`src/rtl/i2c_slave_fsm.sv`:
```
// I2C target: oversampled SCL/SDA, START/STOP detection, 7-bit address match, byte rx/tx handshake.
// Define I2C_SLAVE_CLK_STRETCH_EN to hold SCL low while a read byte is not yet available.
module i2c_slave_fsm #(
    parameter logic [6:0] SLAVE_ADDR  = 7'h53,
    parameter int         SYNC_STAGES = 2
) (
    input  logic       source_clk,
    input  logic       rst,
    input  logic       scl_in,
    input  logic       sda_in,
    output logic       sda_oe,
    output logic       scl_oe,
    output logic [7:0] rx_data,
    output logic       rx_valid,
    input  logic       rx_ready,
    input  logic [7:0] tx_data,
    input  logic       tx_valid,
    output logic       tx_req,
    output logic       tx_nack,
    output logic       addressed
);
    typedef enum logic [2:0] {
        IDLE, ADDR, ADDR_ACK, WR_DATA, WR_ACK, RD_DATA, RD_ACK, WAIT_STOP
    } state_e;

    logic [SYNC_STAGES-1:0] scl_sync_q, sda_sync_q;
    logic                   scl_prev_q, sda_prev_q;
    logic                   scl_s, sda_s, scl_rise, scl_fall, start_det, stop_det;

    state_e     state_q, state_d;
    logic [2:0] bit_cnt_q, bit_cnt_d;
    logic [6:0] shift_q, shift_d;
    logic [7:0] rx_data_q, rx_data_d;
    logic       sda_oe_q, sda_oe_d;
    logic       addressed_q, addressed_d;
    logic       rw_q, rw_d;
    logic       phase_q, phase_d;
    logic       ack_q, ack_d;
    logic [7:0] byte_in;
    logic       load_req, load_now;

    assign scl_s     = scl_sync_q[SYNC_STAGES-1];
    assign sda_s     = sda_sync_q[SYNC_STAGES-1];
    assign scl_rise  = scl_s & ~scl_prev_q;
    assign scl_fall  = ~scl_s & scl_prev_q;
    assign start_det = scl_s & scl_prev_q & sda_prev_q & ~sda_s;
    assign stop_det  = scl_s & scl_prev_q & ~sda_prev_q & sda_s;
    // Byte completed by the bit arriving this cycle; only 7 bits need to be stored.
    assign byte_in   = {shift_q, sda_s};

`ifdef I2C_SLAVE_CLK_STRETCH_EN
    logic scl_oe_q, scl_oe_d;
    logic stretch_q, stretch_d;
`else
    logic unused_tx_valid;
    assign unused_tx_valid = tx_valid;
`endif

    always_ff @(posedge source_clk) begin
        // NOTE: reset is synchronous; sync chains reload to the idle-bus level 1 so no false edge follows reset.
        if (rst) begin
            scl_sync_q  <= '1;
            sda_sync_q  <= '1;
            scl_prev_q  <= 1'b1;
            sda_prev_q  <= 1'b1;
            state_q     <= IDLE;
            bit_cnt_q   <= 3'd0;
            shift_q     <= 7'd0;
            rx_data_q   <= 8'h00;
            sda_oe_q    <= 1'b0;
            addressed_q <= 1'b0;
            rw_q        <= 1'b0;
            phase_q     <= 1'b0;
            ack_q       <= 1'b0;
        end else begin
            // NOTE: non-blocking assignments so every flop samples pre-edge values.
            scl_sync_q  <= {scl_sync_q[SYNC_STAGES-2:0], scl_in};
            sda_sync_q  <= {sda_sync_q[SYNC_STAGES-2:0], sda_in};
            scl_prev_q  <= scl_s;
            sda_prev_q  <= sda_s;
            state_q     <= state_d;
            bit_cnt_q   <= bit_cnt_d;
            shift_q     <= shift_d;
            rx_data_q   <= rx_data_d;
            sda_oe_q    <= sda_oe_d;
            addressed_q <= addressed_d;
            rw_q        <= rw_d;
            phase_q     <= phase_d;
            ack_q       <= ack_d;
        end
    end

`ifdef I2C_SLAVE_CLK_STRETCH_EN
    always_ff @(posedge source_clk) begin
        if (rst) begin
            scl_oe_q  <= 1'b0;
            stretch_q <= 1'b0;
        end else begin
            scl_oe_q  <= scl_oe_d;
            stretch_q <= stretch_d;
        end
    end
    assign scl_oe = scl_oe_q;
`else
    assign scl_oe = 1'b0;
`endif

    always_comb begin
        // NOTE: every signal written here gets a default first, so no path infers a latch.
        state_d     = state_q;
        bit_cnt_d   = bit_cnt_q;
        shift_d     = shift_q;
        rx_data_d   = rx_data_q;
        sda_oe_d    = sda_oe_q;
        addressed_d = addressed_q;
        rw_d        = rw_q;
        phase_d     = phase_q;
        ack_d       = ack_q;
        rx_valid    = 1'b0;
        tx_req      = 1'b0;
        tx_nack     = 1'b0;
        load_req    = 1'b0;
        load_now    = 1'b0;
`ifdef I2C_SLAVE_CLK_STRETCH_EN
        scl_oe_d    = scl_oe_q;
        stretch_d   = stretch_q;
`endif

        case (state_q)
            ADDR: if (scl_rise) begin
                shift_d   = byte_in[6:0];
                bit_cnt_d = bit_cnt_q + 3'd1;
                if (bit_cnt_q == 3'd7) begin
                    if (byte_in[7:1] == SLAVE_ADDR) begin
                        rw_d    = byte_in[0];
                        phase_d = 1'b0;
                        state_d = ADDR_ACK;
                    end else begin
                        state_d = WAIT_STOP;
                    end
                end
            end
            // phase_q: 0 = ACK slot not yet opened, 1 = ACK driven, waiting for end of 9th clock
            ADDR_ACK: if (scl_fall) begin
                if (!phase_q) begin
                    sda_oe_d    = 1'b1;
                    addressed_d = 1'b1;
                    tx_req      = rw_q;
                    phase_d     = 1'b1;
                end else if (rw_q) begin
                    load_req = 1'b1;
                end else begin
                    sda_oe_d  = 1'b0;
                    bit_cnt_d = 3'd0;
                    phase_d   = 1'b0;
                    state_d   = WR_DATA;
                end
            end
            WR_DATA: if (scl_rise) begin
                shift_d   = byte_in[6:0];
                bit_cnt_d = bit_cnt_q + 3'd1;
                if (bit_cnt_q == 3'd7) begin
                    rx_data_d = byte_in;
                    rx_valid  = 1'b1;
                    ack_d     = rx_ready;
                    phase_d   = 1'b0;
                    state_d   = WR_ACK;
                end
            end
            WR_ACK: if (scl_fall) begin
                if (!phase_q) begin
                    sda_oe_d = ack_q;
                    phase_d  = 1'b1;
                end else begin
                    sda_oe_d = 1'b0;
                    phase_d  = 1'b0;
                    state_d  = WR_DATA;
                end
            end
            RD_DATA: if (scl_fall) begin
                if (bit_cnt_q == 3'd7) begin
                    sda_oe_d  = 1'b0;
                    bit_cnt_d = 3'd0;
                    phase_d   = 1'b0;
                    state_d   = RD_ACK;
                end else begin
                    sda_oe_d  = ~shift_q[6];
                    shift_d   = {shift_q[5:0], 1'b0};
                    bit_cnt_d = bit_cnt_q + 3'd1;
                end
            end
            RD_ACK: begin
                if (!phase_q && scl_rise) begin
                    if (sda_s) begin
                        tx_nack = 1'b1;
                        state_d = WAIT_STOP;
                    end else begin
                        tx_req  = 1'b1;
                        phase_d = 1'b1;
                    end
                end else if (phase_q && scl_fall) begin
                    load_req = 1'b1;
                end
            end
            default: ;
        endcase

`ifdef I2C_SLAVE_CLK_STRETCH_EN
        // A deferred load keeps SCL low one extra cycle so the MSB settles before release.
        load_now = stretch_q ? tx_valid : (load_req & tx_valid);
        if (load_req && !tx_valid) begin
            scl_oe_d  = 1'b1;
            stretch_d = 1'b1;
        end
        if (load_now) stretch_d = 1'b0;
        if (state_q == RD_DATA) scl_oe_d = 1'b0;
`else
        load_now = load_req;
`endif

        if (load_now) begin
            shift_d   = tx_data[6:0];
            sda_oe_d  = ~tx_data[7];
            bit_cnt_d = 3'd0;
            phase_d   = 1'b0;
            state_d   = RD_DATA;
        end

        if (stop_det || start_det) begin
            state_d     = stop_det ? IDLE : ADDR;
            bit_cnt_d   = 3'd0;
            sda_oe_d    = 1'b0;
            addressed_d = 1'b0;
            phase_d     = 1'b0;
            rx_valid    = 1'b0;
            tx_req      = 1'b0;
            tx_nack     = 1'b0;
            rx_data_d   = rx_data_q;
`ifdef I2C_SLAVE_CLK_STRETCH_EN
            scl_oe_d    = 1'b0;
            stretch_d   = 1'b0;
`endif
        end
    end

    assign sda_oe    = sda_oe_q;
    assign addressed = addressed_q;
    assign rx_data   = rx_valid ? byte_in : rx_data_q;

endmodule
```
`config.mk`:
```
export PLATFORM = sky130hd
export DESIGN_NAME = i2c_slave_fsm
export DESIGN_NICKNAME = d
export VERILOG_FILES = /design/src/rtl/i2c_slave_fsm.sv
export SDC_FILE = /design/constraint.sdc
export NUM_CORES = 1
export LEC_CHECK = 0
export CAP_MARGIN = 15
export CORE_AREA = 2 2 74 76
export DETAILED_ROUTE_END_ITERATION = 6
export DIE_AREA = 0 0 76 78
export PLACE_DENSITY_LB_ADDON = 0.25
export SYNTH_ARGS = -nofsm -noshare
export SYNTH_HDL_FRONTEND = slang
export SYNTH_SLANG_ARGS = --single-unit
export TNS_END_PERCENT = 1
```
`constraint.sdc`:
```
create_clock -name source_clk -period 2.04 [get_ports source_clk]
set_input_delay 0.408 -clock source_clk [delete_from_list [all_inputs] [get_ports source_clk]]
set_output_delay 0.408 -clock source_clk [all_outputs]
set_load 0.02 [all_outputs]
```
==> key figures, run 1 <==
Min path
  • Hold/Removal Path Class: register to register
  • Hold Path Sink: scl_sync_q[1]$_SDFF_PP1_
  • Hold_sp: scl_sync_q[0]$_SDFF_PP1_
  • Hold path cells: 1

Floorplanning
  • Top Ports: 28
  • Die extent in x: 76 um
  • Core ar.: 0.00504 mm2
  • Row count: 26
  • Die height: 78 um
  • DIE AREA: 0.00593 mm2
  • Initial Util: 36.6%

Yosys
  • Syn Std Cell Area: 0.00184 mm2
  • Post-synthesis sequential area ratio: 34.7%
  • Avg Cell Area, Syn: 8.58 um2
  • Synth Area in Compound Gates: 20.6%
  • Mux contribution to synthesized area: 6.58%
  • Share of flip-flops with an asynchronous set or reset: 0%
  • XOR/XNOR Fraction of Synth Area: 0.475%
  • Synthesized-area fraction occupied by adder cells: 1.36%
  • Syn_nets: 231
  • Post-synth top flop: dfxtp_1
  • Post-synthesis instance total: 215
  • Yosys reg bits: 32
  • Largest family of logic cells by synthesized area: simple AND/OR/NAND/NOR gates
  • Unique masters post-synth: 58
  • Yosys warns: 0
  • Post-synth EDFFs: 0
  • Simple-gate share of the synthesized area: 30.6%

Setup path
  • Critical path buffers and inverters: 1
  • Nature of the critical path endpoint: output port
  • Crit path launch type: register
  • CP Cell Sequence: ha_4 -> ha_4 -> and3_4 -> nand2_4 -> mux2_4 -> buf_6
  • Worst Path Required: 1.63 ns
  • CP delay by family, top: flip-flops
  • R2R depth: 8
  • Slowest cell on crit path: dfxtp_2
  • WS Path Type: register to output port
  • Largest fanout on the critical path: 4
  • Flop-to-flop setup slack: 0.05 ns
  • FF-to-FF Start: state_q[0]$_SDFFE_PP0P_
  • Critical Path AT: 1.68 ns
  • Crit Reg-Reg Endpoint: shift_q[4]$_SDFFE_PP0P_
  • Critical path's most frequent cell: ha_4
  • Max incr delay on CP: 0.35 ns

Finish
  • Finished Core Util: 50.7%
  • ANT cells: 0
  • Commonest non-fill, non-tap cell in the layout: dfxtp_1
  • Area Overhead vs Synth: 38.7%
  • Share of layout cells above drive strength 1: 30.9%
  • Filler instances: 488
  • Non-filler instance count after layout: 332
  • Final #Nets: 277
  • Most frequent cells in the layout: dfxtp_1 (29), nand2_1 (23), buf_4 (22), nor2_1 (17), clkdlybuf4s50_1 (14)

Drt
  • DRC violations left: 0
  • WL/cell: 14.4 um
  • Drt first pass iters: 4
  • Drt via density: 5.11
  • WL final: 4770 um
  • Via Count: 1697
  • Antenna Violating Nets Remaining: 0
  • DR iter-0 viols: 82

Run status
  • Failing checks: setup timing
  • Status: finished with violations

Clock tree
  • Clk pin slew, worst setup/hold paths: 0.07 ns
  • Latest clock arrival within the worst-skew pair: 0.28 ns
  • Sink Count: 32
  • Htree depth: 2
  • Hold_buf cts: 0
  • CTS tree: done
  • CTS buffer count: 5
  • Longest Clk Path Bufs: 2
  • Clk root buf: clkbuf_8

Global route
  • Tot GR Track Use: 16.9%
  • Gr ovfl total: 0
  • First-pass GRT wire length: 8070 um
  • Initial antenna violation count: 0
  • Largest net degree at the start of global routing: 22
  • Vias in the first global route: 1676

STA
  • Final setup margin: -0.0441 ns
  • Final Hold Viols: 0
  • Final setup viols: 8
  • Shortest period the worst path allows: 2.08 ns
  • Slew Limit Fails: 0
  • Tcrit/Tclk final: 102%
  • RSZ-0062 raised after global routing: true
  • Fmax achieved: 480 MHz
  • Setup Skew: 0.00745 ns

Run
  • Max_cap viols: 0

Power and ir drop
  • Power Total: 2.13 mW
  • Max IR drop VDD: 0.415 mV
  • Pwr dens: 834 mW/mm2
  • Leak: 0.994 nW

Place
  • RD Place Congestion: 0.896
  • Placed insts: 322
  • IO Port Bufs: 25
  • Final HPWL DP: 3390 um
==> where the power goes <==
group	internal, mW	switching (mW)
combinational	0.368	0.424
clock	0.362	0.240
sequential	0.675	0.0640
total	1.41	0.728
==> sequential cells by signal, summed over array words and instances, names as in the netlist, 2 cells and up <==
signal / flops
bit_cnt_q: 3
scl_sync_q: 2
sda_sync_q: 2
state_q: 3
rx_data_q: 8
shift_q: 7
==> synthesized netlist by cell type (all sizes together) (7+ instances only) <==
library cell  instances  area (um2)
nor2                 17        63.8
nor3                  7        40.0
a21oi                 8        40.0
and2                  8        50.1
mux2                  9         101
nand2                24        92.6
buf                  11        66.3
dfxtp                32         641
o21ai                 7        35.0
a311oi                7        80.1
or2                   8        50.1
nand2b                7        46.3
inv                   7        26.3
==> worst register-to-register path, cell delays in order, from the launching register on <==
cell	delay, ns
dfxtp_1	0.33
buf_6	0.16
nand2b_2	0.22
buf_4	0.16
or3_4	0.42
a2bb2oi_4	0.16
buf_12	0.15
nor2_1	0.04
a311oi_1	0.25
==> repair_timing <==
action,4_1_cts,5_1_grt
setup endpoints to repair,11,16
endpoints found under the hold margin,0,0
buffers inserted,0,1
cloned,1,0
gates resized for setup,48,39
pin swaps,0,2
==> stage by stage <==
stage	TNS [ns]	instance area (um2)	hold WS [ns]	setup WS [ns]
global route	-0.774	2560	0.432	-0.0881
floorplan	0	1840	0.389	0.142
detailed placement	-2.97	2310	0.397	-0.341
global placement	-2.94	2310	0.392	-0.330
finish	-0.272	2560	0.411	-0.0441
CTS	-1.12	2410	0.414	-0.156
==> area by class of cell <==
class / count / area (um2) / share of cell area, %
Clock buffer: 6 / 72.6 / 2.84
Clock inverter: 2 / 35.0 / 1.37
Timing Repair Buffer: 51 / 480 / 18.8
Multi-Input combinational cell: 164 / 1210 / 47.4
Tap cell: 70 / 87.6 / 3.42
Inverter: 7 / 26.3 / 1.03
Sequential cell: 32 / 644 / 25.2
==> worst max path at each step <==
stage / start / to / cells past startpoint
2_1_floorplan: bit_cnt_q[0]$_SDFFE_PP0P_ / rx_data[0] / 5
3_3_place_gp: bit_cnt_q[0]$_SDFFE_PP0P_ / rx_data[7] / 6
3_5_place_dp: bit_cnt_q[0]$_SDFFE_PP0P_ / rx_data[0] / 6
4_1_cts: bit_cnt_q[0]$_SDFFE_PP0P_ / rx_data[0] / 6
5_1_grt: bit_cnt_q[0]$_SDFFE_PP0P_ / rx_data[2] / 6
6_report: bit_cnt_q[0]$_SDFFE_PP0P_ / rx_data[6] / 6
==> routing by layer <==
metal	GRT usage, %	vias up	routed length, um
met4	7.45	0	104
met3	3.72	11	269
met5	0	-	0
li1	-	865	-
met1	22.8	778	2290
met2	25.9	43	2100
==> cell families (layout without fill, tap and decap cells) <==
logic type | Yosys count | after routing
buffers and inverters | 20 | 66
other | 1 | 1
multiplexers | 11 | 11
AO/OA/AOI/OAI | 47 | 47
XOR/XNOR | 1 | 1
AND/OR/NAND/NOR | 101 | 102
adder cells (fa/ha/maj) | 2 | 2
flip-flops | 32 | 32
(Power assumes the default switching activity.)
==> inputs of run 2 (changes only) <==
GPL_TIMING_DRIVEN = 0   (was unset)
PLACE_DENSITY = 0.58   (was unset)
PLACE_DENSITY_LB_ADDON = unset   (was 0.25)
clock period = 1.8 ns   (was 2.04 ns; I/O delays follow)
==> run 2 against run 1 <==
  * The run still ends with setup timing left
  * First-iteration DRC count grew 24%
  * Clock-buffer cell count rose by 1
  * Sequential share of layout area grew 0.56 points
  * Largest power group unchanged
  * Final area fell by 1.6%
  * Combinational power increased by 19%
  * Sequential power increased by 12%
  * Via count rose by 2.7%
  * Highest routed layer unchanged
  * Global-route usage up 1.2 points
  * Clock power about the same
==> key figures, run 2 (synthesis gave the netlist of run 1 again) <==
Power and ir drop
  • Power Total: 2.37 mW
  • Pwr dens: 942 mW/mm2
  • Max IR drop VDD: 0.510 mV
  • Leak: 0.946 nW

STA
  • Hold WS: 0.409 ns
  • Tcrit/Tclk final: 116%
  • Worst slew margin: 61.2%
  • Final setup TNS: -2.50 ns
  • Shortest period the worst path allows: 2.09 ns
  • Slew @ Worst Pin: 0.582 ns
  • Setup Skew: 0.00676 ns
  • Final Hold Viols: 0
  • RSZ-0062 raised after global routing: true
  • Slew Limit Fails: 0
  • Final setup viols: 14
  • Final setup margin: -0.291 ns
  • Fmax achieved: 478 MHz

Clock tree
  • Htree depth: 2
  • Clk pin slew, worst setup/hold paths: 0.07 ns
  • Latest clock arrival within the worst-skew pair: 0.29 ns
  • CTS buffer count: 5
  • Sink Count: 32
  • CTS tree: done
  • Longest Clk Path Bufs: 2
  • Clk root buf: clkbuf_8

Floorplanning
  • Row count: 26
  • DIE AREA: 0.00593 mm2
  • Core ar.: 0.00504 mm2
  • Die height: 78 um
  • Top Ports: 28
  • Die extent in x: 76 um
  • Initial Util: 36.6%

Drt
  • WL/cell: 15.3 um
  • DR iter-0 viols: 102
  • Drt via density: 5.36
  • DRC violations left: 0
  • Drt first pass iters: 4
  • Antenna Violating Nets Remaining: 0
  • Via Count: 1743
  • WL final: 4980 um

Setup path
  • Crit path launch type: register
  • Worst Path Required: 1.44 ns
  • Largest fanout on the critical path: 5
  • Critical Path AT: 1.73 ns
  • WS Path Type: register to output port
  • Nature of the critical path endpoint: output port
  • R2R depth: 7

Global route
  • First-pass GRT wire length: 8500 um
  • Initial antenna violation count: 0
  • Met1 usage: 24.2%
  • Tot GR Track Use: 18.1%
  • M3 GR Usage: 4.42%
  • Grt peak-use layer: met2
  • Met2 GRT Util: 28.0%
  • Largest net degree at the start of global routing: 12
  • Vias in the first global route: 1653
  • Gr ovfl total: 0

Finish
  • Filler instances: 502
  • Largest regs: rx_data_q: 8 flops, shift_q: 7 flops
  • Post-route cell area: 0.00252 mm2
  • Area Overhead vs Synth: 36.5%
  • Share of layout cells above drive strength 1: 32.2%
  • Finished Core Util: 49.9%
  • Non-filler instance count after layout: 325
  • Final #Nets: 270
  • Max FFs per register: 8
  • Most frequent cells in the layout: dfxtp_1 (26), nand2_1 (23), nor2_1 (17), clkdlybuf4s50_1 (14)
  • Commonest non-fill, non-tap cell in the layout: dfxtp_1
  • Biggest register: rx_data_q
  • ANT cells: 0

Min path
  • Hold/Removal Path Class: register to register
  • Hold path cells: 1

Run status
  • Failing checks: setup timing
  • Status: finished with violations

Place
  • Placed insts: 310
  • Placed instance area: 0.00219 mm2
  • IO Port Bufs: 25
  • Pre-CTS setup slack: -0.697 ns
  • RD Place Congestion: 0.877
  • Final HPWL DP: 3210 um

Run
  • Max_cap viols: 0
==> run 2: what timing repair did <==
action	in CTS	in global routing
gates cloned	1	0
setup endpoints to repair	29	25
pin swaps	5	8
buffers inserted	6	0
hold buffers	0	0
hold endpoints to repair	0	0
resized for setup	97	11
==> run 2: critical path, cell delays in order (launching register included) <==
cell,delay [ns]
dfxtp_2,0.36
ha_4,0.14
ha_4,0.14
and3_4,0.26
nand2_8,0.09
mux2_4,0.32
buf_6,0.13
==> run 2: power by group <==
part | leakage (nW) | internal (mW) | switching [mW]
Sequential | 0.261 | 0.769 | 0.0609
Clock | 0.0445 | 0.311 | 0.289
Combinational | 0.640 | 0.403 | 0.539
Total | 0.946 | 1.48 | 0.890
==> run 2: final timing paths <==
path | to | startpoint | slack [ns]
setup / recovery | rx_data[1] | bit_cnt_q[0]$_SDFFE_PP0P_ | -0.29
setup reg to reg | phase_q$_SDFFE_PP0P_ | scl_sync_q[1]$_SDFF_PP1_ | -0.06
hold / removal | scl_sync_q[1]$_SDFF_PP1_ | scl_sync_q[0]$_SDFF_PP1_ | 0.41
hold reg to reg | scl_sync_q[1]$_SDFF_PP1_ | scl_sync_q[0]$_SDFF_PP1_ | 0.41
==> run 2: layout make-up <==
type	count	area [um2]	area share (%)
clock buffer	7	86.3	3.43
multi-input combinational	164	1260	50.1
sequential	32	648	25.7
timing repair buffer	31	299	11.9
buffer	13	100	3.98
inverter	7	26.3	1.04
clock inverter	1	7.51	0.298
tap	70	87.6	3.48
==> run 2: layer usage <==
| metal | routed length (um) | up-vias |
|---|---|---|
| met5 | 0 | - |
| met4 | 63 | 0 |
| met3 | 293 | 9 |
| met2 | 2320 | 51 |
| met1 | 2300 | 832 |
| li1 | - | 851 |
